`src/rtl/program_loader.sv`:
```
// Byte-serializing program loader for the core's memory-load port; holds the core in reset while loading.
// Optional running word checksum is built only when LOADER_CHECKSUM_EN is defined.
module program_loader #(
  parameter int WIDTH     = 32,
  parameter int MEM_DEPTH = 16384,
  parameter int BASE_ADDR = 0
) (
  input  logic             clock,
  input  logic             reset,
  input  logic             start,
  input  logic             in_valid,
  output logic             in_ready,
  input  logic [WIDTH-1:0] in_data,
  input  logic             in_last,
  output logic             memEn,
  output logic [WIDTH-1:0] memAddr,
  output logic [WIDTH-1:0] memData,
  output logic             core_reset,
  output logic             busy,
  output logic             overflow,
  output logic [WIDTH-1:0] byte_count,
  output logic [WIDTH-1:0] checksum
);

  // state     | meaning
  // IDLE      | core held in reset, waiting for start
  // WAIT_WORD | session open, stream ready for the next word
  // WRITE     | emitting the four bytes of the captured word
  // RUN       | load finished, core released from reset
  typedef enum logic [1:0] {IDLE, WAIT_WORD, WRITE, RUN} state_t;

  localparam logic [WIDTH-1:0] BASE  = WIDTH'(BASE_ADDR);
  localparam logic [WIDTH-1:0] LIMIT = WIDTH'(MEM_DEPTH);

  state_t           state, state_nxt;
  logic [WIDTH-1:0] addr;
  logic [WIDTH-1:0] word;
  logic             last;
  logic [1:0]       idx;
  logic             accept;
  logic             session_start;
  logic             in_window;

  assign accept        = (state == WAIT_WORD) && in_valid;
  assign session_start = start && ((state == IDLE) || (state == RUN));
  // addr is a plain counter; once past the window every later byte is dropped
  assign in_window     = addr < LIMIT;

  always_comb begin
    state_nxt = state;
    case (state)
      IDLE:      if (start) state_nxt = WAIT_WORD;
      WAIT_WORD: if (accept) state_nxt = WRITE;
      WRITE:     if (idx == 2'd3) state_nxt = last ? RUN : WAIT_WORD;
      RUN:       if (start) state_nxt = WAIT_WORD;
      default:   state_nxt = IDLE;
    endcase
  end

  always_comb begin
    in_ready   = 1'b0;
    busy       = 1'b0;
    core_reset = 1'b1;
    memEn      = 1'b0;
    memAddr    = '0;
    memData    = '0;
    case (state)
      WAIT_WORD: begin
        in_ready = 1'b1;
        busy     = 1'b1;
      end
      WRITE: begin
        busy    = 1'b1;
        memEn   = in_window;
        memAddr = addr;
        memData = {{(WIDTH-8){1'b0}}, word[{idx, 3'b000} +: 8]};
      end
      RUN:     core_reset = 1'b0;
      default: ;
    endcase
  end

  always_ff @(posedge clock) begin
    if (reset) begin
      state      <= IDLE;
      addr       <= '0;
      word       <= '0;
      last       <= 1'b0;
      idx        <= '0;
      byte_count <= '0;
      overflow   <= 1'b0;
    end else begin
      state <= state_nxt;
      if (session_start) begin
        addr       <= BASE;
        byte_count <= '0;
        overflow   <= 1'b0;
      end
      if (accept) begin
        word <= in_data;
        last <= in_last;
        idx  <= '0;
      end
      if (state == WRITE) begin
        idx  <= idx + 1'b1;
        addr <= addr + 1'b1;
        if (in_window) byte_count <= byte_count + 1'b1;
        else           overflow   <= 1'b1;
      end
    end
  end

`ifdef LOADER_CHECKSUM_EN
  // sums every accepted word, including words whose bytes fall outside the window
  always_ff @(posedge clock) begin
    if (reset)              checksum <= '0;
    else if (session_start) checksum <= '0;
    else if (accept)        checksum <= checksum + in_data;
  end
`else
  assign checksum = '0;
`endif

endmodule

```
`config.mk`:
```
export PLATFORM = sky130hd
export DESIGN_NAME = program_loader
export DESIGN_NICKNAME = d
export VERILOG_FILES = /design/src/rtl/program_loader.sv
export SDC_FILE = /design/constraint.sdc
export NUM_CORES = 1
export LEC_CHECK = 0
export BUFFER_PORTS_ARGS = -buffer_cell sky130_fd_sc_hd__buf_2
export CORE_ASPECT_RATIO = 2
export CORE_MARGIN = 8
export CORE_UTILIZATION = 45
export CTS_BUF_LIST = sky130_fd_sc_hd__clkbuf_8 sky130_fd_sc_hd__clkbuf_16
export CTS_CLUSTER_DIAMETER = 100
export CTS_CLUSTER_SIZE = 20
export DETAILED_ROUTE_END_ITERATION = 7
export GPL_ROUTABILITY_DRIVEN = 0
export PLACE_DENSITY = 0.82
export SYNTH_ARGS = -nofsm -noshare
export SYNTH_HDL_FRONTEND = slang
export SYNTH_SLANG_ARGS = --single-unit
```
`constraint.sdc`:
```
create_clock -name clock -period 2.9 [get_ports clock]
set_input_delay 0.725 -clock clock [delete_from_list [all_inputs] [get_ports clock]]
set_output_delay 0.725 -clock clock [all_outputs]
set_load 0.03 [all_outputs]
```
# --- Word level (Yosys, flattened, before mapping) ---
# Cells that the tools add are included.
word_totals:
  register_bits: 102
  output_inout_bits: 133
  wordCells: 49
classes:
  add_sub_neg: 3
  order_cmp: 1
  n_eq_ne: 7
  shifts: 1
  muxes: 21
  reduce_logical: 9
op_table:
  columns: ["op", "count"]
  rows:
  - ["32-bit two-way mux", 6]
  - ["32-bit by 1-bit adder with 32-bit output (second input constant)", 2]
  - ["32-bit by 15-bit less-than comparator with 1-bit output (second input constant)", 1]
  - ["32-bit by 6-bit indexed part select with 8-bit output", 1]
  - ["2-bit two-way mux", 6]
  - ["8-bit two-way mux", 1]
  - ["1-bit two-way mux", 7]
  - ["2-bit == test (second input constant)", 3]
  - ["2-bit one-hot mux with 3 select lines", 1]
  - ["2-bit inequality test (second input constant)", 2]
  - ["2-bit nonzero test", 2]
  - ["2-bit OR reduction", 2]
  - ["3-bit AND reduction", 1]
  - ["2-bit by 1-bit adder with 2-bit output (second input constant)", 1]
  - ["2-bit by 1-bit == test with 1-bit output (second input constant)", 1]
  - ["1-bit logical AND", 2]
  - ["2-bit logical NOT", 1]
  - ["2-bit by 1-bit inequality test with 1-bit output (second input constant)", 1]
  - ["1-bit logical OR", 1]

# --- Longest topological paths before layout ---
# Gate-level depths: netlist of run 1.
depth:
  depth_word: 6
  ltp_mapped: 9
  ltp_nobuf: 7

# --- Worst setup path after synthesis of run 1 ---
# No wires, ideal clock.
synth_path:
  path_type: "reg-to-output"
  startpoint: "reg addr[14]"
  endpoint: "out memEn"
  arrival_time_ns: 1.720
  setup_slack_ns: 0.455
  path_stages_with_launch: 5
  n_path_buf: 1
  path_cell_list: "dfxtp_1 nor4_1 nand3_1 nor2_1 buf_2"
synth_via:
  elab_chain_len: 2
synth_rtl:
  columns: ["item", "line_no", "text"]
  rows:
  - ["start, declared", "36", "logic [WIDTH-1:0] addr;"]
  - ["start signal, assigned", "106", "addr <= addr + 1'b1;"]
  - ["32-bit by 15-bit less-than comparator with 1-bit output", "47", "assign in_window = addr < LIMIT;"]
  - ["1-bit two-way mux", "67", "case (state)"]
  - ["end, declared", "15", "output logic memEn,"]
# Every way passes these cells.

# --- Worst setup path after layout of run 1 ---
layout_path:
  startpoint: "reg addr[22]"
  endpoint: "out memEn"
# Same word-level chain as after synthesis.

==> run metrics, run 1 <==
clk_skew=9.43 ps; initial drt markers=333; Port-buffer cells=113; CP startpoint=addr[22]; area leader, netlist=dfxtp_1; FFs w/ async S/R, synth=0%; max-slew violations=0; drt wl/cell=15.5 um; Setup crit end=memEn; Starting Density=45.3%; crit-path max cell delay=430 ps; predominant post-synthesis flop cell=dfxtp_1; final wirelength=14.9 mm; maximum vdd drop=0.409 mV; Clock transition at path regs=80 ps; Max clock buf depth=2; Sink Count=102; first-pass GRT wire length=24.6 mm; Core ar.=12,400 um^2; Ports=170; Commonest cells post-synth=105 x nand2_1, 102 x dfxtp_1, 63 x a21oi_1; die width=95.1 um; root buf cell=clkbuf_16; DR vias=5,408; DP HPWL=11.0 mm; full die area=16,500 um^2; maximum fanout along the worst path=6; WS Path Type=reg -> out; pin count of the biggest net entering global routing=71; CP Capture Type=output port; WP data arrival=1920 ps; shortest period the worst path allows=2640 ps; fin crit share=91.1%; reg-to-reg slack, setup=410 ps; Worst Path Required=2170 ps; mapped cell area=5620 um^2; Fillers=1,201; # rows=58; routed vias/inst=5.64; PwrDens=574 nW/um^2; reg-to-reg critical path endpoint=byte_count[30]; slowest CP cell=nor4_1; Synth-to-Final Area Change=14.7%; Final nets=848; fmax=0.379 GHz; Netlist cell types=55; DRC viols=0; placed instance count=941; grt ovf=0; Worst-Margin Slew=784 ps; top cell type's share of synthesized area=36.3%; syn avg cell area=7.99 um^2; antenna violations before repair=0; setup violators final=0; Hold Crit Class=reg -> reg; share of layout cells above drive strength 1=21.9%; Final Hold Viols=0; Leakage Power=2.61 nW; max cap viols=0; RSZ-0062 raised after global routing=no; outcome=finished, final reports clean; ANT nets after route=0; Synth Instances=704; CTS tree=built; final setup TNS=0 ps; cells along the critical path=nor4_1 > nand4_1 > nor2_1 > buf_2; gr usage total=17.7%; chip height=174 um; vias in the first global route=5,181; DRT Pass-1 Iters=5; number of synthesized flops with an enable pin=0; largest cells by area after synthesis=dfxtp_1 36%, buf_4 7.5%, nand2_1 7.0%, a21oi_1 5.6%, and2_1 4.1%; worst reg2reg path depth=6; Post-Route Utilization=52.0%; top-count cell post-synth=nand2_1; H-Tree Depth=3; Critical R2R Launch=addr[22]; number of diodes=0; register area share after synthesis=36.3%; Synth Register Bits=102; final instance count without filler cells=959; Worst-Skew Late Latency=350 ps; Worst setup SP type=register; Synth Warn #=0; Inserted Clock Buffers=9; Worst slew margin=47.3%
==> placed cells by master (no fill, tap or decap), types with 8 or more instances in the layout <==
cell type and instances:
xnor2_1 8, or4_1 9, clkbuf_16 9, nor3_1 15
mux2_2 9, nor2_1 50, a21oi_1 63, o41ai_1 9
and2_1 37, nand2_1 105, and3_1 12, o21ai_0 11
inv_1 15, a211oi_1 10, mux4_2 8, nand4_1 18
dfxtp_1 102, conb_1 56, o2111ai_1 9, nand3_1 32
buf_4 20, buf_2 113, nor4_1 18
==> routing by layer <==
metal	GRT usage (%)	vias to the layer above	wire length [um]
met1	22.1	2575	6180
met4	5.38	0	197
li1	-	2598	-
met3	5.32	15	1250
met2	28.3	220	7240
met5	0	-	0
==> kinds of logic (layout without fill, tap and decap cells) <==
group | Yosys count | after routing | share of synthesized area, %
simple gates | 326 | 326 | 29.6
compound gates | 122 | 122 | 13.6
fa+ha+maj | 7 | 7 | 1.56
buf+inv | 114 | 164 | 11.5
mux | 20 | 20 | 5.54
flops | 102 | 102 | 36.3
xor+xnor | 12 | 12 | 1.87
other cells | 1 | 56 | 0.0667
==> flip-flops by register name (all words and copies together), names as in the netlist <==
register and flops:
word 32, addr 32, last 1, state 2, idx 2, byte_count 32, overflow 1
==> worst min path at each step <==
| stage | start | endpoint | slack (ps) | depth (start not counted) |
|---|---|---|---|---|
| 2_1_floorplan | word[16] | word[16] | 430 | 2 |
| 3_3_place_gp | word[13] | word[13] | 440 | 2 |
| 3_5_place_dp | word[0] | word[0] | 450 | 2 |
| 4_1_cts | word[0] | word[0] | 460 | 2 |
| 5_1_grt | word[22] | word[22] | 470 | 2 |
| 6_report | word[0] | word[0] | 460 | 2 |
==> cell type report <==
class                           instances  area (um^2)  area share [%]
Clock buffer                            9          225            3.49
Clock inverter                          7         77.6            1.20
Inverter                               15         56.3           0.873
Multi-Input combinational cell        543         3140            48.8
Sequential cell                       102         2040            31.7
Tap cell                              150          188            2.91
Timing Repair Buffer                  133          716            11.1
==> worst max-delay path: cells and delay by family, from the launching register on <==
kind,cells,cell delay (ps)
buffers and inverters,1,220
flip-flops,1,360
AND/OR/NAND/NOR,3,990
==> stage by stage <==
step / hold slack [ps] / total power (W) / area (um^2) / setup slack (ps)
6_report: 458 / 0.00370 / 6450 / 258
5_1_grt: 474 / 0.00390 / 6450 / 114
4_1_cts: 457 / 0.00374 / 6430 / 158
3_5_place_dp: 447 / 0.00253 / 6130 / 523
3_3_place_gp: 439 / 0.00250 / 6130 / 554
2_1_floorplan: 433 / 0.00232 / 5830 / 455
==> what timing repair did <==
action	CTS	global route
setup endpoints to repair	0	1
resized for setup	0	0
hold buffers	0	0
setup buffers	0	2
endpoints found under the hold margin	0	0
==> report_power, final <==
part / total [W] / internal, W / switching, W
Sequential: 0.00154 / 0.00148 / 0.0000543
Clock: 0.00120 / 0.000611 / 0.000587
Combinational: 0.000970 / 0.000282 / 0.000688
Power figures use the tool's default switching activity.
==> inputs of run 2 (changes only) <==
- MAX_ROUTING_LAYER: not set -> met4
==> run 2 against run 1 <==
  * Design area unchanged
  * Routed wire length about the same
  * Via count decreased by 0.41%
==> run metrics, run 2 (same netlist as run 1, synthesis figures left out) <==
outcome=finished, final reports clean (unchanged); share of layout cells above drive strength 1=21.9% (unchanged); Ports=170 (unchanged); Leakage Power=2.61 nW (unchanged); number of diodes=0 (unchanged); drt wl/cell=15.5 um (about the same); Post-CTS Setup Bufs=0 (unchanged); Largest regs=addr x32, byte_count x32, word x32 (unchanged); fin crit share=90.9% (was 91.1%); area of the multi-input gates=3140 um^2 (unchanged); final setup TNS=0 ps (unchanged); placed instance count=941 (unchanged); Register Area=2040 um^2 (unchanged); routed vias/inst=5.62 (was 5.64); initial drt markers=330 (was 333); setup violators final=0 (unchanged); first-pass GRT wire length=24.6 mm (about the same); Inserted Clock Buffers=9 (unchanged); Port-buffer cells=113 (unchanged); Worst-Margin Slew=799 ps (was 784 ps); Fillers=1,201 (unchanged); Core ar.=12,400 um^2 (unchanged); CTS tree=built (unchanged); Worst slew margin=46.3% (was 47.3%); Hold Crit Class=reg -> reg (unchanged); max cap viols=0 (unchanged); Sink Count=102 (unchanged); final wirelength=14.9 mm (about the same); DP HPWL=11.0 mm (unchanged); Clock transition at path regs=80 ps (about the same); die width=95.1 um (unchanged); Starting Density=45.3% (unchanged); Worst Path Required=2170 ps (about the same); gr usage total=18.2% (was 17.7%); Hold WS=459 ps (was 458 ps); full die area=16,500 um^2 (unchanged); shortest period the worst path allows=2640 ps (about the same); CP Capture Type=output port (unchanged); WP data arrival=1910 ps (was 1920 ps); grt ovf=0 (unchanged); Max clock buf depth=2 (unchanged); Final nets=848 (unchanged); fmax=0.379 GHz (about the same); maximum fanout along the worst path=6 (unchanged); # rows=58 (unchanged); most frequent cells in the layout=113 x buf_2, 105 x nand2_1, 102 x dfxtp_1 (unchanged); final instance count without filler cells=959 (unchanged); PwrDens=575 nW/um^2 (was 574 nW/um^2); ANT nets after route=0 (unchanged); CTS Hold Bufs=0 (unchanged); maximum vdd drop=0.410 mV (was 0.409 mV); vias in the first global route=5,177 (was 5,181); post-CTS resize count=0 (unchanged); RSZ-0062 raised after global routing=no (unchanged); clk_skew=9.26 ps (was 9.43 ps); Worst setup SP type=register (unchanged); DR vias=5,386 (was 5,408); antenna violations before repair=0 (unchanged); H-Tree Depth=3 (unchanged); Final Hold Viols=0 (unchanged); Worst-Skew Late Latency=350 ps (about the same); Synth-to-Final Area Change=14.7% (unchanged); most common cell after layout, fill and taps aside=buf_2 (unchanged); max-slew violations=0 (unchanged); WS Path Type=reg -> out (unchanged); DRC viols=0 (unchanged); DRT Pass-1 Iters=5 (unchanged); pin count of the biggest net entering global routing=71 (unchanged); chip height=174 um (unchanged); root buf cell=clkbuf_16 (unchanged)
## run 2: cell counts in the layout (fill, tap and decap cells not counted)
Identical to the previous run, type by type.
## run 2: cell type report
type	instances	area share, %
multi-input combinational	543	48.8
clock buffer	9	3.49
inverter	15	0.873
timing repair buffer	133	11.1
sequential	102	31.7
tap	150	2.91
clock inverter	7	1.20
## run 2: final timing paths
path         depth (start not counted)  slack (ps)      from        endpoint
min                                  2         460   word[0]         word[0]
max reg2reg                          6         420  addr[22]  byte_count[30]
max                                  5         260  addr[14]           memEn
min reg2reg                          2         460   word[0]         word[0]
## run 2: metal layers
layer / vias up / wire length [um] / global-route usage [%]
met4: 0 / 186 / 5.38
met2: 242 / 7230 / 28.3
met5: - / 0 / -
li1: 2599 / - / -
met1: 2529 / 6260 / 22.7
met3: 16 / 1200 / 4.41
## run 2: through the flow
step                total power, W  worst slack (ps)  area (um^2)  util (%)
floorplan                  0.00232               455         5830         -
global placement           0.00250               554         6130      49.4
detailed placement         0.00253               523         6130      49.4
CTS                        0.00374               158         6430      51.8
global route               0.00390               114         6450      52.0
finish                     0.00371               263         6450      52.0
## run 2: worst max-delay path: stages (launching register included)
cell     delay (ps)
dfxtp_1         360
nor4_1          500
buf_4           230
nand3_1         100
nor2_1          140
buf_2           220
## run 2: power breakdown
part / switching, W / internal (W) / total [W]
clock: 0.000589 / 0.000611 / 0.00120
combinational: 0.000688 / 0.000282 / 0.000970
sequential: 0.0000544 / 0.00148 / 0.00154
==> inputs of run 3 (changes only) <==
- PLACE_DENSITY: 0.82 -> 0.71
- RECOVER_POWER: not set -> 50
==> run 3 against run 2 <==
  * Clock skew is essentially flat
  * Die area stayed put
  * Power up 3.5%
  * Worst setup slack worse by 66 ps
  * Flip-flop and latch count stayed put
  * The flow now finishes with violations (capacitance limit, slew limit)
  * Sequential power is essentially flat
  * Via count is 2.4% lower
  * Largest power group unchanged
==> run metrics, run 3 (same netlist as run 1, synthesis figures left out) <==
PwrDens=599 nW/um^2 (was 575 nW/um^2); Hold Crit Class=reg -> reg (unchanged); initial drt markers=251 (was 330); Max clock buf depth=2 (unchanged); Post-CTS Setup Bufs=0 (unchanged); share of layout cells above drive strength 1=17.0% (was 21.9%); DRC viols=0 (unchanged); Worst Path Required=2170 ps (about the same); Hold WS=454 ps (was 459 ps); antenna violations before repair=0 (unchanged); cells along the critical path=mux4_2 > and2_1 > buf_2 (was nor4_1 > buf_4 > nand3_1 > nor2_1 > buf_2); maximum vdd drop=0.463 mV (was 0.410 mV); first-pass GRT wire length=24.8 mm (was 24.6 mm); Largest regs=addr x32, byte_count x32, word x32 (unchanged); max-slew violations=80 (was 0); Worst setup SP type=register (unchanged); # rows=58 (unchanged); slowest CP cell=dfxtp_1 (was nor4_1); Synth-to-Final Area Change=13.9% (was 14.7%); CP startpoint=idx[0] (was addr[14]); DRT Pass-1 Iters=5 (unchanged); Final Hold Viols=0 (unchanged); maximum fanout along the worst path=9 (was 6); chip height=174 um (unchanged); fin crit share=93.2% (was 90.9%); fmax=0.370 GHz (was 0.379 GHz); post-CTS resize count=0 (unchanged); shortest period the worst path allows=2700 ps (was 2640 ps); outcome=finished, violations left (was finished, final reports clean); Leakage Power=2.46 nW (was 2.61 nW); final wirelength=15.1 mm (was 14.9 mm); DP HPWL=11.0 mm (about the same); Fillers=1,236 (was 1,201); Core ar.=12,400 um^2 (unchanged); drt wl/cell=15.8 um (was 15.5 um); setup violators final=0 (unchanged); Sink Count=102 (unchanged); total power=0.00384 W (was 0.00371 W); full die area=16,500 um^2 (unchanged); max cap viols=1 (was 0); die width=95.1 um (unchanged); CTS tree=built (unchanged); hold path start=word[24] (was word[0]); DR vias=5,258 (was 5,386); final instance count without filler cells=957 (was 959); CP Capture Type=output port (unchanged); Ports=170 (unchanged); Port-buffer cells=113 (unchanged); most common cell after layout, fill and taps aside=nand2_1 (was buf_2); Inserted Clock Buffers=9 (unchanged); WP data arrival=1980 ps (was 1910 ps); clk_skew=9.04 ps (was 9.26 ps); grt ovf=0 (unchanged); H-Tree Depth=3 (unchanged); failing checks=capacitance limit, slew limit; crit-path max cell delay=700 ps (was 500 ps); WS Path Type=reg -> out (unchanged); Worst-Margin Slew=1660 ps (was 799 ps); Critical R2R Launch=byte_count[3] (was addr[22]); number of diodes=0 (unchanged); vias in the first global route=5,026 (was 5,177); RSZ-0062 raised after global routing=no (unchanged); ANT nets after route=0 (unchanged); pin count of the biggest net entering global routing=80 (was 71); routed vias/inst=5.49 (was 5.62); gr usage total=18.6% (was 18.2%); most frequent cells in the layout=105 x nand2_1, 102 x dfxtp_1, 77 x buf_2 (was 113 x buf_2, 105 x nand2_1, 102 x dfxtp_1); Worst-Skew Late Latency=350 ps (about the same); CTS Hold Bufs=0 (unchanged); root buf cell=clkbuf_16 (unchanged); Worst slew margin=-10.6% (was 46.3%); Starting Density=45.3% (unchanged); Final nets=846 (was 848); placed instance count=941 (unchanged); Clock transition at path regs=80 ps (about the same); final setup TNS=0 ps (unchanged)
-- run 3: cell types whose count changed in the layout (fill, tap and decap cells not counted), sizes merged --
cell | before | now
clkinv | 3 | 1
bufinv | 0 | 2
clkbuf | 9 | 47
buf | 133 | 93
-- run 3: area by class of cell --
cell class	instances	area, um^2	share of cell area (%)
Tap cell	150	188	2.93
Timing Repair Buffer	131	649	10.1
Multi-Input combinational cell	543	3140	49.0
Sequential cell	102	2040	31.9
Clock inverter	7	105	1.64
Clock buffer	9	225	3.51
Inverter	15	56.3	0.879
-- run 3: report_power, final --
| group | internal [W] | leakage (nW) | total (W) | switching [W] |
|---|---|---|---|---|
| Combinational | 0.000266 | 1.48 | 0.000935 | 0.000669 |
| Clock | 0.000771 | 0.159 | 0.00135 | 0.000578 |
| Sequential | 0.00148 | 0.824 | 0.00155 | 0.0000706 |
| Total | 0.00252 | 2.46 | 0.00384 | 0.00132 |
-- run 3: per-layer routing --
metal  vias up  GRT usage [%]  part of all wire [%]
met5         -              -                     0
met4         0           6.03                   1.4
met3        17           4.15                   6.6
met2       175           28.8                    47
met1      2481           23.3                    45
li1       2585              -                     -
-- run 3: per-stage QoR --
step | cell area (um^2) | utilization [%] | worst slack [ps]
final | 6410 | 51.6 | 197
after global routing | 6410 | 51.6 | 89.5
after CTS | 6460 | 52.1 | 147
after detailed placement | 6130 | 49.4 | 507
after global placement | 6130 | 49.4 | 576
after floorplan | 5830 | - | 455
-- run 3: critical path, delay by kind of cell, from the launching register on --
| family | cells | cell delay (ps) |
|---|---|---|
| AND/OR/NAND/NOR | 1 | 170 |
| multiplexers | 1 | 580 |
| flip-flops | 1 | 700 |
| buffers and inverters | 1 | 170 |
-- run 3: worst paths after layout --
kind                                       end  slack [ps]  cells past startpoint
worst max-delay path                memData[0]         200                      3
worst min-delay path                  word[24]         450                      2
worst max register to register  byte_count[28]         470                      5
worst min register to register        word[24]         450                      2
